[config.mk]
export PLATFORM = sky130hd
export DESIGN_NAME = hex_val_pager
export DESIGN_NICKNAME = d
export VERILOG_FILES = /design/src/rtl/hex_disp_pkg.sv /design/src/rtl/page_timer.sv /design/src/rtl/hex_val_pager.sv
export SDC_FILE = /design/constraint.sdc
export NUM_CORES = 1
export LEC_CHECK = 0
export CAP_MARGIN = 40
export CORE_ASPECT_RATIO = 1.1
export CORE_MARGIN = 5
export CORE_UTILIZATION = 40
export DETAILED_ROUTE_END_ITERATION = 10
export MAX_ROUTING_LAYER = met4
export PLACE_DENSITY = 0.68
export SYNTH_ARGS = -nofsm -noshare
export SYNTH_HDL_FRONTEND = slang
export SYNTH_HIERARCHICAL = 1
export SYNTH_SLANG_ARGS = --single-unit
[constraint.sdc]
create_clock -name clk -period 2.6 [get_ports clk]
set_input_delay 0.78 -clock clk [delete_from_list [all_inputs] [get_ports clk]]
set_output_delay 0.78 -clock clk [all_outputs]
set_load 0.02 [all_outputs]
[src/rtl/hex_disp_pkg.sv]
// Shared types and constants for the hex display path.
package hex_disp_pkg;

  // Which half of a wide value is currently on the six-digit display.
  typedef enum logic {
    PAGE_LO = 1'b0,
    PAGE_HI = 1'b1
  } page_e;

  localparam int DISP_W    = 32;  // width of the word handed to the decoder
  localparam int DIGITS    = 6;   // hex digits physically available
  localparam int PAGE_BITS = 24;  // bits that fit on those digits (DIGITS * 4)

endpackage : hex_disp_pkg

[src/rtl/page_timer.sv]
// Mod-N dwell timer. tick marks the terminal count while enabled; clr restarts
// the count and overrides en.
module page_timer #(
  parameter int N = 4
) (
  input  logic clk,
  input  logic rst,
  input  logic en,
  input  logic clr,
  output logic tick
);

  localparam int CW = (N > 1) ? $clog2(N) : 1;
  localparam logic [CW-1:0] TERM = CW'(N - 1);

  logic [CW-1:0] cnt_q;
  logic [CW-1:0] cnt_d;

  assign tick = en && (cnt_q == TERM);

  // Next count: clear first, otherwise count up and wrap on the terminal value.
  always_comb begin
    cnt_d = cnt_q;
    if (clr) begin
      cnt_d = '0;
    end else if (en) begin
      cnt_d = tick ? '0 : cnt_q + 1'b1;
    end
  end

  // Count register.
  always_ff @(posedge clk) begin
    if (rst) begin
      cnt_q <= '0;
    end else begin
      cnt_q <= cnt_d;
    end
  end

endmodule : page_timer

[src/rtl/hex_val_pager.sv]
// Captures a 32-bit debug value and pages it onto a six-digit hex display:
// narrow values are shown directly, wide values alternate LO/HI pages.
module hex_val_pager
  import hex_disp_pkg::*;
#(
  parameter int PAGE_CYCLES = 50_000_000
) (
  input  logic              clk,
  input  logic              rst,
  input  logic [DISP_W-1:0] in_val,
  input  logic              in_valid,
  input  logic              hold,
  output logic [DISP_W-1:0] disp_val,
  output logic              page_hi,
  output logic              wide
);

  logic [DISP_W-1:0] cap_val_q;
  logic [DISP_W-1:0] cap_val_d;
  page_e             state_q;
  page_e             state_d;
  logic [DISP_W-1:0] disp_q;
  logic [DISP_W-1:0] disp_d;
  logic              page_hi_q;
  logic              page_hi_d;
  logic              wide_q;

  logic capture;
  logic wide_n;
  logic tick;

  assign capture = in_valid && !hold;
  assign wide_n  = |cap_val_q[DISP_W-1:PAGE_BITS];

  // Timer only runs while a wide value is held; a new capture or a narrow
  // value pins it at zero so every fresh value gets a full LO dwell.
  page_timer #(
    .N(PAGE_CYCLES)
  ) u_timer (
    .clk (clk),
    .rst (rst),
    .en  (wide_n),
    .clr (capture || !wide_n),
    .tick(tick)
  );

  // Capture register and page state next values; capture beats timer expiry.
  always_comb begin
    cap_val_d = cap_val_q;
    state_d   = state_q;
    if (capture) begin
      cap_val_d = in_val;
      state_d   = PAGE_LO;
    end else if (!wide_n) begin
      state_d = PAGE_LO;
    end else if (tick) begin
      state_d = (state_q == PAGE_LO) ? PAGE_HI : PAGE_LO;
    end
  end

  // Display word for the page currently selected.
  always_comb begin
    disp_d    = {8'h00, cap_val_q[PAGE_BITS-1:0]};
    page_hi_d = 1'b0;
    if (state_q == PAGE_HI) begin
      disp_d    = {8'h00, cap_val_q[DISP_W-1:PAGE_BITS], 16'h0000};
      page_hi_d = 1'b1;
    end
  end

  // State, capture and output registers; reset clears everything.
  always_ff @(posedge clk) begin
    if (rst) begin
      cap_val_q <= '0;
      state_q   <= PAGE_LO;
      disp_q    <= '0;
      page_hi_q <= 1'b0;
      wide_q    <= 1'b0;
    end else begin
      cap_val_q <= cap_val_d;
      state_q   <= state_d;
      disp_q    <= disp_d;
      page_hi_q <= page_hi_d;
      wide_q    <= wide_n;
    end
  end

  assign disp_val = disp_q;
  assign page_hi  = page_hi_q;
  assign wide     = wide_q;

endmodule : hex_val_pager

[Word level (Yosys, flattened, before mapping)]
Index checks and enable logic that the tools add are counted.
Storage, ports and cells
  latch bits: 0
  bits in writable memories: 0
  memories kept: 0
  bits of input ports: 36
  flip-flop bits (word level): 93
  logic and storage cells: 23
  memory bits (read-only): 0
Operators by class
  equality and inequality tests: 1
  $add $sub $neg: 1
  reductions and logical operators: 9
  div/mod/pow operators: 0
  shifts and indexed selects: 0
  $mul: 0
  bitwise logic cells: 1
  muxes and demuxes: 4
  magnitude comparators: 0
Operators with widths (number)
  26-bit by 1-bit adder with 26-bit output (second input constant): 1
  26-bit == test (second input constant): 1
  26-bit two-way mux: 1
  24-bit two-way mux: 1
  8-bit OR reduction: 1
  2-bit OR reduction: 2
  3-bit OR reduction: 1
  1-bit logical AND: 2
  1-bit zero test: 2
  1-bit two-way mux: 2
  1-bit logical OR: 1
  1-bit NOT: 1

[Longest topological paths before layout]
  depth after elaboration: 4
  depth in mapped cells: 9
  gate-level depth less buffers: 8

[Modules after synthesis]
The synthesis kept the hierarchy.
By module, submodules not included
  hex_val_pager: instances 1, area each 2183.3 µm², cells an instance 223
  page_timer: instances 1, area each 1343.8 µm², cells an instance 156

[Least setup slack after synthesis]
OpenSTA, ideal clock, no wires.
  path kind: input-to-reg
  start: in hold
  end: reg u_timer.cnt_q[15]
  stages: 8
  library setup time: 0.070 ns
  slack: 0.656 ns
  arrival: 1.874 ns
  path through: nand2b_1 -> buf_4 -> buf_2 -> nand2_1 -> nor2_1 -> o31ai_2 -> buf_2 -> a21oi_1
Between the ends
  cells in the longest elaborated chain, start to end: 4
Ends and longest elaborated chain
  start: declaration: RTL line hex_val_pager.sv:12  | input logic hold,
  1-bit zero test: RTL line hex_val_pager.sv:32  | assign capture = in_valid && !hold;
  1-bit logical AND: RTL line hex_val_pager.sv:32
  1-bit logical OR: RTL line hex_val_pager.sv:43  | .clr (capture || !wide_n),
  2-bit OR reduction (no line)
  end signal: assignment: RTL line page_timer.sv:36  | cnt_q <= cnt_d;
  end: declaration: RTL line page_timer.sv:16  | logic [CW-1:0] cnt_q;
No other way between the ends.
A chain may end at the register's enable or synchronous reset.

[Worst setup path after layout]
  start: reg cap_val_q[24]
  end: reg u_timer.cnt_q[1]
Between the ends
  cells in the longest elaborated chain, start to end: 4
  elaborated cells between the ends (all ways): 6
  those cells by class: mux (1); reduce/logical (5)
Ends and longest elaborated chain
  start: declaration: RTL line hex_val_pager.sv:18  | logic [DISP_W-1:0] cap_val_q;
  start signal: assignment: RTL line hex_val_pager.sv:80  | cap_val_q <= cap_val_d;
  8-bit OR reduction *: RTL line hex_val_pager.sv:33  | assign wide_n = |cap_val_q[DISP_W-1:PAGE_BITS];
  net wide_n: RTL line hex_val_pager.sv:29  | logic wide_n;
  1-bit zero test
  1-bit logical OR: RTL line hex_val_pager.sv:43
  2-bit OR reduction (no line)
The timed path passes the listed nets; every way through them passes the cells marked *.

==> results.md <==
- Required time of the critical path: 2.82 ns
- WL/cell: 13.0 microns
- Adder-cell area share of the yosys netlist: 0.355%
- Crit path time final: 2.20 ns
- Ys async rst share: 0%
- Cell Count, Final, Fillers Out: 553
- Worst r2r path cells: 7
- Crit Path Max Fanout: 9
- Post-CTS sizing: 0
- Crit. End Element: flop
- CP startpoint: cap_val_q[24]
- H-Tree Depth: 3
- Die Ht: 108 microns
- Core region area: 8740 sq um
- Postcts setup bufs: 0
- Setup_tns: 0 ns
- Reg2reg end: u_timer/cnt_q[1]
- Nets: 471
- Most used DFF post-synth: dfxtp_1
- Status: finished clean
- Placed cell count: 537
- First-pass GRT wire length: 12,300 microns
- Worst r2r src: cap_val_q[24]
- Post-route ant nets: 0
- Multiplexer area fraction after synthesis: 2.27%
- Drt pass-1 iters: 4
- Unrepaired setup endpoints after global routing: false
- Sequential cell area fraction in the yosys report: 48.2%
- Worst path arrival time: 2.42 ns
- Clock Latency Late Sink: 0.35 ns
- Endpoints failing setup: 0
- CTS Sinks: 85
- Max-slew violations: 0
- Via density: 4.93
- Commonest non-fill, non-tap cell in the layout: dfxtp_1
- Largest family of logic cells by synthesized area: simple AND/OR/NAND/NOR gates
- Total CTS buffers: 9
- VDD IR max: 393 uV
- Num rows: 36
- Post-synthesis cell type count: 44
- PortBufs: 61
- Die Wd: 99.5 microns
- Initial Util: 40.4%
- Hold_ws: 0.455 ns
- Period utilization: 84.8%
- Ys Warns: 6
- Initial antenna violation count: 0
- N_diodes: 0
- Layout area overhead: 24.3%
- Clk buf depth: 2
- Tot GR Track Use: 14.3%
- P per Cell Area: 624 nW/um^2
- Setup crit end: u_timer/cnt_q[1]
- Largest net degree at the start of global routing: 34
- CTS root buf: clkbuf_8
- Actual slew at the worst max-slew pin: 0.637 ns
- Critical path class: flop to flop
- Drt drc: 0
- Post-Synthesis Cells: 379
- Final hold violations: 0
- Commonest cells after routing, fill and taps aside: 85 x dfxtp_1, 65 x nand2_1, 60 x clkdlybuf4s50_1, 32 x a21oi_2, 25 x nor2_1
- RD Place Congestion: 0.798
- Total gr overflow: 0
- Number of global-route vias before repair: 2,748
- DR vias: 2,727
- Mapped Avg Cell Area: 9.31 sq um
- Clk slew on worst S/H paths: 0.09 ns
- #FFs+latches synth: 85
- CP startpoint kind: flop
- Reg-to-reg slack, setup: 0.40 ns
- Hpwl dp: 5020 microns
- Drt first-iter violations: 150
- EDFF count, synth: 0
- I/O pin total: 70
- Simple-Gate Fraction of Synth Area: 27.4%
- Slew Limit Headroom: 57.5%
- Post-synthesis compound-gate area fraction: 12.7%
- Die ar.: 10,800 sq um
- Skew final: 0.0102 ns
- Share of cells above drive strength 1: 17.1%
- Post-Syn Area: 3530 sq um
- Number of fill cells: 821
- Hold buffers post-CTS: 0
- TritonCTS clock tree: done
- FMAX: 454 MHz
- Final wirelength: 7170 microns
- Leak Pwr: 1.45 nW
- Max Cap Violations: 0
- XOR/XNOR Fraction of Synth Area: 2.98%
- Hold Path Class: flop to flop
## flip-flops by register name, summed over array words and instances (netlist names)
signal,flops
cap_val_q,32
u_timer/cnt_q,26
disp_val,24
page_hi,1
state_q,1
wide,1
## area by class of cell
class / count / area [sq um] / share of cell area [%]
clock buffer: 11 / 141 / 3.22
tap: 114 / 143 / 3.25
timing repair buffer: 66 / 643 / 14.7
inverter: 2 / 7.51 / 0.171
multi-input combinational: 270 / 1640 / 37.4
clock inverter: 5 / 106 / 2.43
sequential: 85 / 1700 / 38.8
## power breakdown
part | switching [W] | total (W) | leakage, nW | internal, W
combinational | 0.000126 | 0.000234 | 0.642 | 0.000109
clock | 0.000476 | 0.00114 | 0.120 | 0.000669
sequential | 0.0000174 | 0.00135 | 0.690 | 0.00134
## cells in the mapped netlist (2+ instances only)
library cell  number  share of area [%]
o21ai_0           10                1.4
and2_1            19                3.4
nor4b_1            4               0.99
nand3_1           11                1.6
o31ai_1            4               0.85
mux2i_1            8                2.3
buf_6              4                1.3
buf_2             13                1.8
a21oi_2           32                7.9
a21oi_1           13                1.8
xnor2_1            4               0.99
nor2_1            25                2.7
nor2b_1            2               0.35
buf_4             10                2.1
nand2_2           10                1.8
nand4_1            9                1.6
or3_1              8                1.4
and4_1             3               0.75
or4_1              4               0.85
inv_1              2               0.21
nand2_1           65                6.9
xor2_1             8                2.0
dfxtp_1           85                 48
nand3b_1           3               0.64
nand2b_1           2               0.35
nor4_1             3               0.53
## how the worst min path moves through the flow
| stage | slack (ns) | cells past startpoint | endpoint | from |
|---|---|---|---|---|
| 2_1_floorplan | 0.43 | 1 | disp_val[0] | cap_val_q[0] |
| 3_3_place_gp | 0.44 | 1 | disp_val[5] | cap_val_q[5] |
| 3_5_place_dp | 0.44 | 1 | disp_val[7] | cap_val_q[7] |
| 4_1_cts | 0.46 | 1 | disp_val[9] | cap_val_q[9] |
| 5_1_grt | 0.47 | 1 | disp_val[9] | cap_val_q[9] |
| 6_report | 0.45 | 1 | disp_val[5] | cap_val_q[5] |
## per-stage QoR
stage | utilization, % | area, sq um | worst slack (ns) | power, W
finish | 50.2 | 4380 | 0.395 | 0.00273
CTS | 50.2 | 4380 | 0.416 | 0.00276
floorplan | - | 3550 | 0.656 | 0.00153
global route | 50.2 | 4380 | 0.212 | 0.00284
detailed placement | 47.3 | 4140 | 0.257 | 0.00162
global placement | 47.3 | 4140 | 0.297 | 0.00162
## logic make-up (layout without fill, tap and decap cells)
family | Yosys count | after routing
fa+ha+maj | 1 | 1
compound gates | 61 | 61
mux | 8 | 8
simple gates | 180 | 180
buf+inv | 31 | 84
xor+xnor | 12 | 12
flops | 85 | 85
other cells | 1 | 8
## layer usage
layer	share of wire, %	vias up	global-route usage [%]
met3	4.1	4	4.13
li1	-	1381	-
met5	0	-	-
met2	50	55	24.3
met4	0.68	0	4.00
met1	45	1287	16.5
## worst max-delay path, stage by stage, from the launching register on
cell	delay (ns)
dfxtp_1	0.37
nor4_1	0.07
and2_1	0.19
inv_1	0.19
and3_1	0.40
nand2_1	0.20
nor4b_1	0.48
o21ai_0	0.18
(Power assumes the default switching activity.)
